File: src/rtl/fpu_result_buffer.sv
// Result buffer behind the FP32 arithmetic unit: a first-word-fall-through FIFO of
// {result, status, tag} that also keeps sticky IEEE flags and a wrapping result counter.
module fpu_result_buffer #(
   parameter int DATA_W   = 32,
   parameter int STATUS_W = 5,
   parameter int DEPTH    = 4,
   parameter int CNT_W    = 16
) (
   input  logic                     clk,
   input  logic                     rst,
   input  logic                     in_valid,
   output logic                     in_ready,
   input  logic [DATA_W-1:0]        in_data,
   input  logic [STATUS_W-1:0]      in_status,
   input  logic                     in_tag,
   output logic                     out_valid,
   input  logic                     out_ready,
   output logic [DATA_W-1:0]        out_data,
   output logic [STATUS_W-1:0]      out_status,
   output logic                     out_tag,
   output logic [$clog2(DEPTH):0]   count,
   output logic [STATUS_W-1:0]      sticky_status,
   input  logic                     clear_sticky,
   output logic [CNT_W-1:0]         result_cnt
);

   localparam int PTR_W = $clog2(DEPTH);
   localparam int OCC_W = PTR_W + 1;

   typedef enum logic [1:0] {
      S_EMPTY,
      S_PARTIAL,
      S_FULL
   } occ_state_t;

   occ_state_t            state_q, state_d;
   logic [OCC_W-1:0]      count_q;
   logic [PTR_W-1:0]      wr_ptr, rd_ptr;
   logic [DATA_W-1:0]     mem_data   [DEPTH];
   logic [STATUS_W-1:0]   mem_status [DEPTH];
   logic                  mem_tag    [DEPTH];
   logic [STATUS_W-1:0]   sticky_q;
   logic [CNT_W-1:0]      result_cnt_q;
   logic                  push, pop;

   // Handshake flags come from the registered occupancy state only, so out_ready
   // never reaches in_ready combinationally.
   assign in_ready  = (state_q != S_FULL);
   assign out_valid = (state_q != S_EMPTY);
   assign push      = in_valid && in_ready;
   assign pop       = out_valid && out_ready;

   assign out_data      = mem_data[rd_ptr];
   assign out_status    = mem_status[rd_ptr];
   assign out_tag       = mem_tag[rd_ptr];
   assign count         = count_q;
   assign sticky_status = sticky_q;
   assign result_cnt    = result_cnt_q;

   always_ff @(posedge clk or posedge rst) begin
      if (rst) state_q <= S_EMPTY;
      else     state_q <= state_d;
   end

   // NOTE: state_d is defaulted before the case so no path leaves it unassigned (no latch).
   always_comb begin
      state_d = state_q;
      unique case (state_q)
         S_EMPTY: begin
            if (push) state_d = S_PARTIAL;
         end
         S_PARTIAL: begin
            if (push && !pop && count_q == OCC_W'(DEPTH - 1)) state_d = S_FULL;
            else if (pop && !push && count_q == OCC_W'(1))    state_d = S_EMPTY;
         end
         S_FULL: begin
            if (pop) state_d = S_PARTIAL;
         end
         default: state_d = S_EMPTY;
      endcase
   end

   // NOTE: sequential state uses non-blocking assignments so every register samples pre-edge values.
   always_ff @(posedge clk or posedge rst) begin
      if (rst) begin
         count_q <= '0;
         wr_ptr  <= '0;
         rd_ptr  <= '0;
      end else begin
         if (push) wr_ptr <= wr_ptr + PTR_W'(1);
         if (pop)  rd_ptr <= rd_ptr + PTR_W'(1);
         unique case ({push, pop})
            2'b10:   count_q <= count_q + OCC_W'(1);
            2'b01:   count_q <= count_q - OCC_W'(1);
            default: count_q <= count_q;
         endcase
      end
   end

   // NOTE: the storage array is reset on purpose, so the head reads as zero after reset
   // and a reset mid-operation leaves no stale result visible.
   always_ff @(posedge clk or posedge rst) begin
      if (rst) begin
         for (int i = 0; i < DEPTH; i++) begin
            mem_data[i]   <= '0;
            mem_status[i] <= '0;
            mem_tag[i]    <= 1'b0;
         end
      end else if (push) begin
         mem_data[wr_ptr]   <= in_data;
         mem_status[wr_ptr] <= in_status;
         mem_tag[wr_ptr]    <= in_tag;
      end
   end

   // A clear coinciding with a push keeps the incoming flags.
   always_ff @(posedge clk or posedge rst) begin
      if (rst) begin
         sticky_q     <= '0;
         result_cnt_q <= '0;
      end else begin
         if (clear_sticky) sticky_q <= push ? in_status : '0;
         else if (push)    sticky_q <= sticky_q | in_status;
         if (push) result_cnt_q <= result_cnt_q + CNT_W'(1);
      end
   end

endmodule

File: config.mk
export PLATFORM = sky130hd
export DESIGN_NAME = fpu_result_buffer
export DESIGN_NICKNAME = d
export VERILOG_FILES = /design/src/rtl/fpu_result_buffer.sv
export SDC_FILE = /design/constraint.sdc
export NUM_CORES = 1
export LEC_CHECK = 0
export BUFFER_PORTS_ARGS = -buffer_cell sky130_fd_sc_hd__buf_2
export CORE_MARGIN = 5
export CORE_UTILIZATION = 60
export DETAILED_ROUTE_END_ITERATION = 10
export PLACE_DENSITY = 0.82
export RECOVER_POWER = 25
export SYNTH_ARGS = -nofsm -noshare
export SYNTH_HDL_FRONTEND = slang
export SYNTH_SLANG_ARGS = --single-unit
File: constraint.sdc
create_clock -name clk -period 16 [get_ports clk]
set_input_delay 2.4 -clock clk [delete_from_list [all_inputs] [get_ports clk]]
set_output_delay 2.4 -clock clk [all_outputs]
set_load 0.05 [all_outputs]
Word level (Yosys, flattened, before mapping):

Index checks and enable logic that the tools add are counted.

* output and inout bits: 64
* bits in registers: 182
* input bits: 43
* logic and storage cells: 80

* multiplexer cells: 27
* magnitude comparators: 3
* $add $sub $neg: 5
* bitwise gates (word level): 3
* eq/ne operators: 10
* reductions and logical operators: 14

Operator list (count)
* $bwmux W128: 1
* $mux W32: 3
* $bmux W32 S2: 1
* $demux W32 S2: 1
* $mux W5: 6
* $bwmux W20: 1
* $add A16 B1 Y16 const B: 1
* $bmux W5 S2: 1
* $demux W5 S2: 1
* $mux W2: 4
* $logic_and A1 B1 Y1: 7
* $ge A3 B3 Y1 const B: 2
* $ne A2 B2 Y1 const B: 3
* $not A2 Y3: 2
* $pmux W2 S3: 1
* $pmux W3 S2: 1
* $reduce_bool A2 Y1: 3
* $or A5 B5 Y5: 1
* $add A2 B1 Y2 const B: 2
* $bwmux W4: 1
* $eq A2 B1 Y1 const B: 2
* $eq A2 B2 Y1 const B: 2
* $add A3 B1 Y3 const B: 1
* $eq A3 B1 Y1 const B: 1
* 10 further kinds: 13

Depth between registers and ports, before layout:

Gate-level depths: netlist of run 1.

* depth in word-level cells: 8
* gate-level depth with buffers: 9
* mapped depth without buffers: 8

Least setup slack after synthesis of run 1:

OpenSTA, ideal clock, no wires.

* kind: reg2out
* start: register rd_ptr[0]
* end: output port out_data[0]
* arrival time: 1410 ps
* cell stages (with the launch flop): 4
* path buffers: 2
* slack: 12190 ps
* data required time: 13600 ps
* cell sequence: dfrtp_1 > clkbuf_1 > buf_2 > mux4_2

* cells in the longest elaborated chain, start to end: 4

Ends and longest elaborated chain
* from (decl): line 38 `logic [PTR_W-1:0] wr_ptr, rd_ptr;`
* from (signal assigned): line 91 `if (pop) rd_ptr <= rd_ptr + PTR_W'(1);`
* $not A2 Y3 (not written as such): line 53 `assign out_data = mem_data[rd_ptr];`
* $bmux W32 S2: line 53
* $mux W32 (not written as such) (2 in series): line 53
* to (decl): line 18 `output logic [DATA_W-1:0] out_data,`

No other way between the ends. The select of a mux whose other input is x is not followed.

==> impl_metrics.json, run 1 <==
{
  "cts_tree": "yes",
  "place_congestion": 0.823,
  "wl_per_cell_um": 20.9,
  "viasPerCell": 5.75,
  "cts_setup_buffers": 0,
  "areaGrowthSynthToFinish_pct": 12.7,
  "synth.avg_cell_area_sq_um": 16.6,
  "drive_above_1_share": 0.546,
  "r2r_end": "mem_data[31]",
  "antenna_left": 0,
  "clock-sinks": 182,
  "synth_cells": 506,
  "rrSetupSlack_ps": 12760,
  "fin_nets": 665,
  "relSlewSlack": -1.69,
  "track_usage": 0.217,
  "die_area_sq_mm": 0.0165,
  "cts_root_buf": "clkbuf_16",
  "grt_pass1_wl_um": 27700,
  "num_rows": 43,
  "ctsLongestPathBuffers": 2,
  "grt_pass1_vias": 5198,
  "core-area_sq_mm": 0.0138,
  "critPathLaunchType": "primary input",
  "syn_nets": 560,
  "crit_fanout": 92,
  "finalCritPeriodShare": 0.355,
  "final.min_clock_period_ps": 5680,
  "clock_latency_ps": 420,
  "diodes": 0,
  "clkSlewWorstSetupHoldPaths_ps": 70,
  "dp_hpwl_um": 10900,
  "hold_depth": 1,
  "port-buffer-count": 106,
  "fmax_mhz": 176,
  "finClkSkew_ps": 9.28,
  "utilization": 0.686,
  "finalSetupViolCount": 0,
  "die_w_um": 128,
  "grt_max_degree": 93,
  "dieHeight_um": 128,
  "violations": "max-capacitance violations, max-slew violations",
  "n_fill_cell": 943,
  "grtUsageMet1": 0.268,
  "drv_cap": 1,
  "antenna_found_initial": 0,
  "status": "finished, violations left",
  "synth_seq_area_share": 0.541,
  "path_class": "primary input to asynchronous set/reset pin",
  "drc": 0,
  "initial_core_util": 0.609,
  "holdCritStartpoint": "result_cnt[13]",
  "multi_input_area_sq_mm": 0.00352,
  "rsz0062_at_grt": "no",
  "num_io_pins": 107,
  "finalHoldViolations": 0,
  "drt_first_pass_iters": 4,
  "worst_slew_pin_slew_ps": 4020,
  "synth_area_sq_mm": 0.00842,
  "grt-ovfl-total": 0,
  "cts_made_buffers": 17,
  "grt_busiest_layer": "met2",
  "tns_ps": 0,
  "synth_warnings": 0,
  "setup.worst_path.end_class": "asynchronous set/reset pin",
  "drt_first_iter_violations": 264,
  "cp.arrival_ps": 5970,
  "hold_path.class": "register to register",
  "seq_area_sq_mm": 0.00456,
  "reg2regPathDepth": 7,
  "h-tree-depth": 4,
  "required_ps": 16300,
  "hold_buffers": 0,
  "r2r_start": "state_q[1]",
  "ys_seq_elements": 182,
  "min_to": "result_cnt[13]",
  "use_met2": 0.375,
  "ctsResizeCount": 0,
  "drt_wl_total_um": 16800,
  "yosysUniqueCellTypes": 33,
  "vias": 4625,
  "drv_slew": 93,
  "grtUsageMet3": 0.0573
}
[how the worst max path moves through the flow]
stage          cells after the start      start            end  slack [ps]
2_1_floorplan                      1        rst       count[0]        8660
3_3_place_gp                       3  rd_ptr[0]  out_status[1]       11520
3_5_place_dp                       3  rd_ptr[0]  out_status[3]       11440
4_1_cts                            3  rd_ptr[0]  out_status[3]       10970
5_1_grt                            3        rst      rd_ptr[1]        9530
6_report                           3        rst      rd_ptr[1]       10320
[sequential cells by signal, indices dropped and copies added (netlist names)]
name           cells
wr_ptr             2
mem_status        20
count              3
rd_ptr             2
state_q            2
mem_tag            4
result_cnt        16
mem_data         128
sticky_status      5
[metal layers]
layer,wire length (um),share of wire
met1,7060,0.42
met4,262,0.016
met2,8620,0.51
met3,827,0.049
met5,0,0
[metrics by stage]
stage          hold slack (ps)  setup slack, ps  std cells  area (sq um)
3_5_place_dp               472            11440        772          8940
5_1_grt                    510             9530        804          9480
3_3_place_gp               461            11520        772          8940
2_1_floorplan              474             8660        506          8420
4_1_cts                    487            10970        804          9500
6_report                   485            10320        804          9480
[final cells by class]
type	instances	area share
repair buffers	112	0.0604
multi-input cells	283	0.371
well taps	180	0.0237
flip-flops and latches	182	0.481
clock buffers	21	0.0475
inverters	15	0.00620
clock inverters	11	0.0108
[critical path: stages]
cell and delay, ps:
buf_2 100, clkinvlp_2 2240, buf_4 1150
[cells by family (layout without fill, tap and decap cells)]
| family | Yosys count | count (layout) | synth area share |
|---|---|---|---|
| compound gates | 13 | 13 | 0.00803 |
| xor+xnor | 20 | 20 | 0.0208 |
| fa+ha+maj | 11 | 11 | 0.0164 |
| buf+inv | 41 | 159 | 0.0403 |
| flops | 182 | 182 | 0.541 |
| mux | 191 | 191 | 0.342 |
| simple gates | 48 | 48 | 0.0315 |
[cells in the mapped netlist]
| cell type | number | area [sq um] |
|---|---|---|
| a21oi_1 | 2 | 10.0 |
| a31oi_1 | 1 | 6.26 |
| and2_1 | 1 | 6.26 |
| and4_1 | 2 | 17.5 |
| buf_12 | 8 | 160 |
| buf_2 | 6 | 30.0 |
| buf_4 | 4 | 30.0 |
| buf_6 | 4 | 45.0 |
| clkbuf_1 | 4 | 15.0 |
| dfrtp_1 | 182 | 4550 |
| ha_1 | 11 | 138 |
| inv_1 | 13 | 48.8 |
| inv_2 | 1 | 3.75 |
| inv_4 | 1 | 6.26 |
| mux2_2 | 72 | 811 |
| mux2_4 | 80 | 1200 |
| mux2i_1 | 1 | 10.0 |
| mux4_2 | 38 | 856 |
| nand2_1 | 22 | 82.6 |
| nand2_2 | 4 | 25.0 |
| nand2_4 | 1 | 11.3 |
| nand3_1 | 7 | 35.0 |
| nand4_1 | 2 | 12.5 |
| nand4b_1 | 1 | 8.76 |
| nor2_1 | 2 | 7.51 |
| nor2b_4 | 1 | 13.8 |
| nor3_1 | 3 | 15.0 |
| nor4b_4 | 1 | 23.8 |
| o21ai_0 | 9 | 45.0 |
| o22ai_1 | 1 | 6.26 |
| or2_2 | 1 | 6.26 |
| xnor2_1 | 17 | 149 |
| xor2_1 | 3 | 26.3 |
[layout by cell type, fill, tap and decap left out, drive strengths merged]
| master | synthesis | routed |
|---|---|---|
| nand3 | 7 | 7 |
| o22ai | 1 | 1 |
| dfrtp | 182 | 182 |
| o21ai | 9 | 9 |
| nand4b | 1 | 1 |
| nor3 | 3 | 3 |
| a31oi | 1 | 1 |
| xnor2 | 17 | 17 |
| or2 | 1 | 1 |
| nand2 | 27 | 27 |
| a21oi | 2 | 2 |
| clkbuf | 4 | 23 |
| xor2 | 3 | 3 |
| buf | 22 | 110 |
| mux2i | 1 | 1 |
| nand4 | 2 | 2 |
| mux2 | 152 | 152 |
| bufinv | 0 | 1 |
| mux4 | 38 | 38 |
| and4 | 2 | 2 |
| and2 | 1 | 1 |
| clkinvlp | 0 | 8 |
| nor2b | 1 | 1 |
| ha | 11 | 11 |
| nor2 | 2 | 2 |
| inv | 15 | 14 |
| nor4b | 1 | 1 |
| clkinv | 0 | 3 |
Power of run 1 is left out: the tool's default activity adds up to more than one toggle a clock period on the data nets, which glitch-free logic cannot reach.
==> run 2, diff against run 1 <==
Settings changed: CORE_UTILIZATION 60 to 58, PLACE_DENSITY 0.82 to 0.8.
Clock period 16 ns to 5.4 ns, I/O delays scaled along.
==> run 2 against run 1 <==
The run now ends clean. Via count decreased by 0.74%. Clock-buffer cell count decreased by 1. Worst setup slack got worse by 8700 ps. Core utilization is 1.7 points lower. Hold slack worse by 16 ps. Sequential cell count unchanged. Routed wire length shrank 1.7%. Highest routed layer unchanged.
==> impl_metrics.json, run 2 (synthesis results as in run 1) <==
{
  "grtUsageMet3": 0.0508,
  "dieHeight_um": 130,
  "track_usage": 0.209,
  "drv_cap": 0,
  "drc": 0,
  "initial_core_util": 0.586,
  "cts_tree": "yes",
  "die_w_um": 130,
  "critPathLaunchType": "register",
  "dp_hpwl_um": 10600,
  "clock_latency_ps": 430,
  "cts_made_buffers": 17,
  "viasPerCell": 5.68,
  "top_register": "mem_data",
  "grt_busiest_layer": "met2",
  "cts_setup_buffers": 0,
  "hold_buffers": 0,
  "ctsResizeCount": 0,
  "worst_slew_pin_slew_ps": 1210,
  "status": "complete, no violations",
  "drt_first_pass_iters": 4,
  "grtUsageMet1": 0.266,
  "largest_reg_flops": 128,
  "required_ps": 4590,
  "grt_pass1_vias": 5112,
  "ctsLongestPathBuffers": 2,
  "drt_wl_total_um": 16500,
  "num_rows": 44,
  "vias": 4591,
  "hold_depth": 1,
  "h-tree-depth": 4,
  "final_common_cell": "dfrtp_1",
  "tns_ps": 0,
  "finalSetupViolCount": 0,
  "num_io_pins": 107,
  "rsz0062_at_grt": "no",
  "reg2regPathDepth": 7,
  "relSlewSlack": 0.193,
  "finalHoldViolations": 0,
  "antenna_found_initial": 0,
  "die_area_sq_mm": 0.0170,
  "drive_above_1_share": 0.546,
  "antenna_left": 0,
  "fin_nets": 665,
  "wl_per_cell_um": 20.4,
  "clock-sinks": 182,
  "fmax_mhz": 266,
  "clkSlewWorstSetupHoldPaths_ps": 60,
  "drv_slew": 0,
  "final.min_clock_period_ps": 3760,
  "grt_pass1_wl_um": 26900,
  "hold_path.class": "register to register",
  "core-area_sq_mm": 0.0144,
  "final_cell_mix": "181 x dfrtp_1, 106 x buf_2, 80 x mux2_4",
  "grt-ovfl-total": 0,
  "place_congestion": 0.775,
  "utilization": 0.668,
  "port-buffer-count": 106,
  "use_met2": 0.351,
  "finalCritPeriodShare": 0.696,
  "cp.arrival_ps": 2950,
  "diodes": 0,
  "drt_first_iter_violations": 262,
  "areaGrowthSynthToFinish_pct": 14.1,
  "grt_max_degree": 183,
  "setup.worst_path.end_class": "output pin",
  "n_fill_cell": 1025,
  "crit_fanout": 21,
  "cts_root_buf": "clkbuf_16",
  "path_class": "register to output pin",
  "finClkSkew_ps": 10.3
}
==> run 2: cell types whose count changed in the layout (fill, tap and decap cells not counted), sizes merged <==
cell and change:
clkinvlp -3, bufinv +5, buf +2, clkinv -1, clkbuf -3
==> run 2: metrics by stage <==
stage	hold WS (ps)	std cells	setup slack, ps	instance area, sq um
after floorplan	474	506	2250	8420
after global placement	462	776	2450	8960
after detailed placement	464	776	2420	8960
after CTS	477	808	1940	9640
after global routing	494	808	1380	9600
final	469	808	1640	9600
==> run 2: final cells by class <==
class	instances	area, sq um	area share
Multi-Input combinational cell	283	3490	0.364
Inverter	15	58.8	0.00612
Sequential cell	182	4560	0.474
Timing Repair Buffer	112	588	0.0612
Clock inverter	12	221	0.0231
Tap cell	184	230	0.0240
Clock buffer	20	457	0.0476
==> run 2: worst paths after layout <==
kind	startpoint	to	slack, ps
worst max register to register	state_q[1]	mem_data[54]	2070
worst max-delay path	rd_ptr[0]	out_status[0]	1640
worst min-delay path	result_cnt[15]	result_cnt[15]	470
worst min register to register	result_cnt[15]	result_cnt[15]	470
max in group asynchronous	rst	rd_ptr[1]	3950
min in group asynchronous	rst	sticky_status[3]	690
==> run 2: worst max-delay path, cell delays in order (launching register included) <==
cell and delay (ps):
dfrtp_1 1150, buf_4 550, mux4_2 580, buf_2 230
==> run 2: layer usage <==
layer,routed length [um],part of all wire
met1,6970,0.42
met3,812,0.049
met2,8420,0.51
met5,0,0
met4,287,0.017
Power of run 2 is left out for the same reason.
==> run 3, diff against run 2 <==
Settings changed: CORE_UTILIZATION 58 to 52, PLACE_DENSITY 0.8 to 0.76.
Clock period 5.4 ns to 3.3 ns, I/O delays scaled along.
==> run 3 against run 2 <==
The flow now finishes with violations (max-capacitance violations, max-slew violations). Hold slack worse by 160 ps. Register-to-register slack worse by 1200 ps. Critical path depth unchanged. Non-clock buffer count up 6. Clock-buffer cell count up 1. Sequential cell count unchanged. Critical endpoint is now out_data[28].
==> impl_metrics.json, run 3 (synthesis results as in run 1) <==
{
  "status": "finished, violations left",
  "violations": "max-capacitance violations, max-slew violations",
  "clock_latency_ps": 420,
  "pre_cts_slack_ps": 1210,
  "antenna_left": 0,
  "clkSlewWorstSetupHoldPaths_ps": 60,
  "reg2regPathDepth": 7,
  "die_w_um": 137,
  "cts_setup_buffers": 0,
  "finalCritPeriodShare": 0.762,
  "cts_made_buffers": 17,
  "grt_pass1_wl_um": 27800,
  "final_cell_mix": "180 x dfrtp_1, 106 x buf_2, 80 x mux2_4",
  "relSlewSlack": -0.391,
  "ctsResizeCount": 0,
  "worst_slew_pin_slew_ps": 2070,
  "r2r_end": "mem_status[4]",
  "path_delay_family": "flip-flops",
  "grt_pass1_vias": 5330,
  "dieHeight_um": 137,
  "drt_wl_total_um": 16800,
  "rrSetupSlack_ps": 920,
  "h-tree-depth": 4,
  "tns_ps": 0,
  "die_area_sq_mm": 0.0188,
  "critPathLaunchType": "register",
  "dp_hpwl_um": 11200,
  "diodes": 0,
  "cts_tree": "yes",
  "holdCritStartpoint": "clear_sticky",
  "final.min_clock_period_ps": 2510,
  "ctsLongestPathBuffers": 2,
  "r2r_start": "state_q[1]",
  "viasPerCell": 5.45,
  "hold_path.class": "primary input to register",
  "min_to": "sticky_status[1]",
  "largest_reg_flops": 128,
  "crit_buf_inv": 2,
  "track_usage": 0.191,
  "clock-sinks": 182,
  "final.setup.worst_slack_ps": 786,
  "drv_cap": 1,
  "required_ps": 2800,
  "port-buffer-count": 106,
  "top_register": "mem_data",
  "wl_per_cell_um": 19.8,
  "drt_first_pass_iters": 4,
  "vias": 4609,
  "grt_max_degree": 58,
  "hold_depth": 2,
  "fin_nets": 671,
  "path_class": "register to output pin",
  "path_cells": "buf_4 -> mux4_2 -> buf_2",
  "drv_slew": 45,
  "finalHoldViolations": 0,
  "rsz0062_at_grt": "no",
  "place_congestion": 0.855,
  "antenna_found_initial": 0,
  "cp.arrival_ps": 2020,
  "max_stage_delay_ps": 680,
  "setup.worst_path.end_class": "output pin",
  "initial_core_util": 0.530,
  "finClkSkew_ps": 13.7,
  "grt-ovfl-total": 0,
  "num_rows": 46,
  "fmax_mhz": 398,
  "areaGrowthSynthToFinish_pct": 15.4,
  "drt_first_iter_violations": 226,
  "hold_buffers": 0,
  "final_common_cell": "dfrtp_1",
  "finalSetupViolCount": 0,
  "cts_root_buf": "clkbuf_16",
  "n_fill_cell": 1203,
  "num_io_pins": 107,
  "drc": 0,
  "worst_path_max_delay_cell": "dfrtp_2",
  "crit_fanout": 17,
  "drive_above_1_share": 0.552,
  "core-area_sq_mm": 0.0159
}
[run 3: changes by cell type in the layout (fill, tap and decap cells not counted), sizes merged]
cell / before / now
bufinv: 6 / 3
clkinvlp: 5 / 2
clkinv: 2 / 6
buf: 112 / 117
clkbuf: 20 / 22
inv: 14 / 15
[run 3: layout make-up]
type	count	area, sq um	share of cell area
multi-input combinational	283	3520	0.362
sequential	182	4560	0.469
clock inverter	11	148	0.0152
inverter	15	60.1	0.00618
clock buffer	21	460	0.0474
timing repair buffer	118	704	0.0725
tap	216	270	0.0278
[run 3: how the worst max path moves through the flow]
stage	slack, ps	start	cells past startpoint	to
finish	790	rd_ptr[1]	3	out_data[28]
CTS	760	rd_ptr[1]	3	out_data[28]
detailed placement	1210	rd_ptr[1]	3	out_data[28]
floorplan	470	rst	1	count[0]
global route	640	rst	3	mem_data[1]
global placement	1240	rd_ptr[1]	3	out_status[4]
[run 3: per-stage QoR]
step	utilization	cells	hold WS, ps	cell area, sq um
global placement	0.574	814	460	9120
floorplan	-	506	474	8420
global route	0.612	846	308	9720
CTS	0.612	846	293	9730
finish	0.612	846	309	9720
detailed placement	0.574	814	475	9120
[run 3: layer usage]
layer  global-route usage  vias to the layer above  part of all wire
met2                0.329                      114              0.52
met4               0.0654                        0             0.016
met3               0.0409                       23             0.039
li1                     -                     2051                 -
met1                0.239                     2421              0.42
met5                    0                        -                 0
Power of run 3 is left out for the same reason.
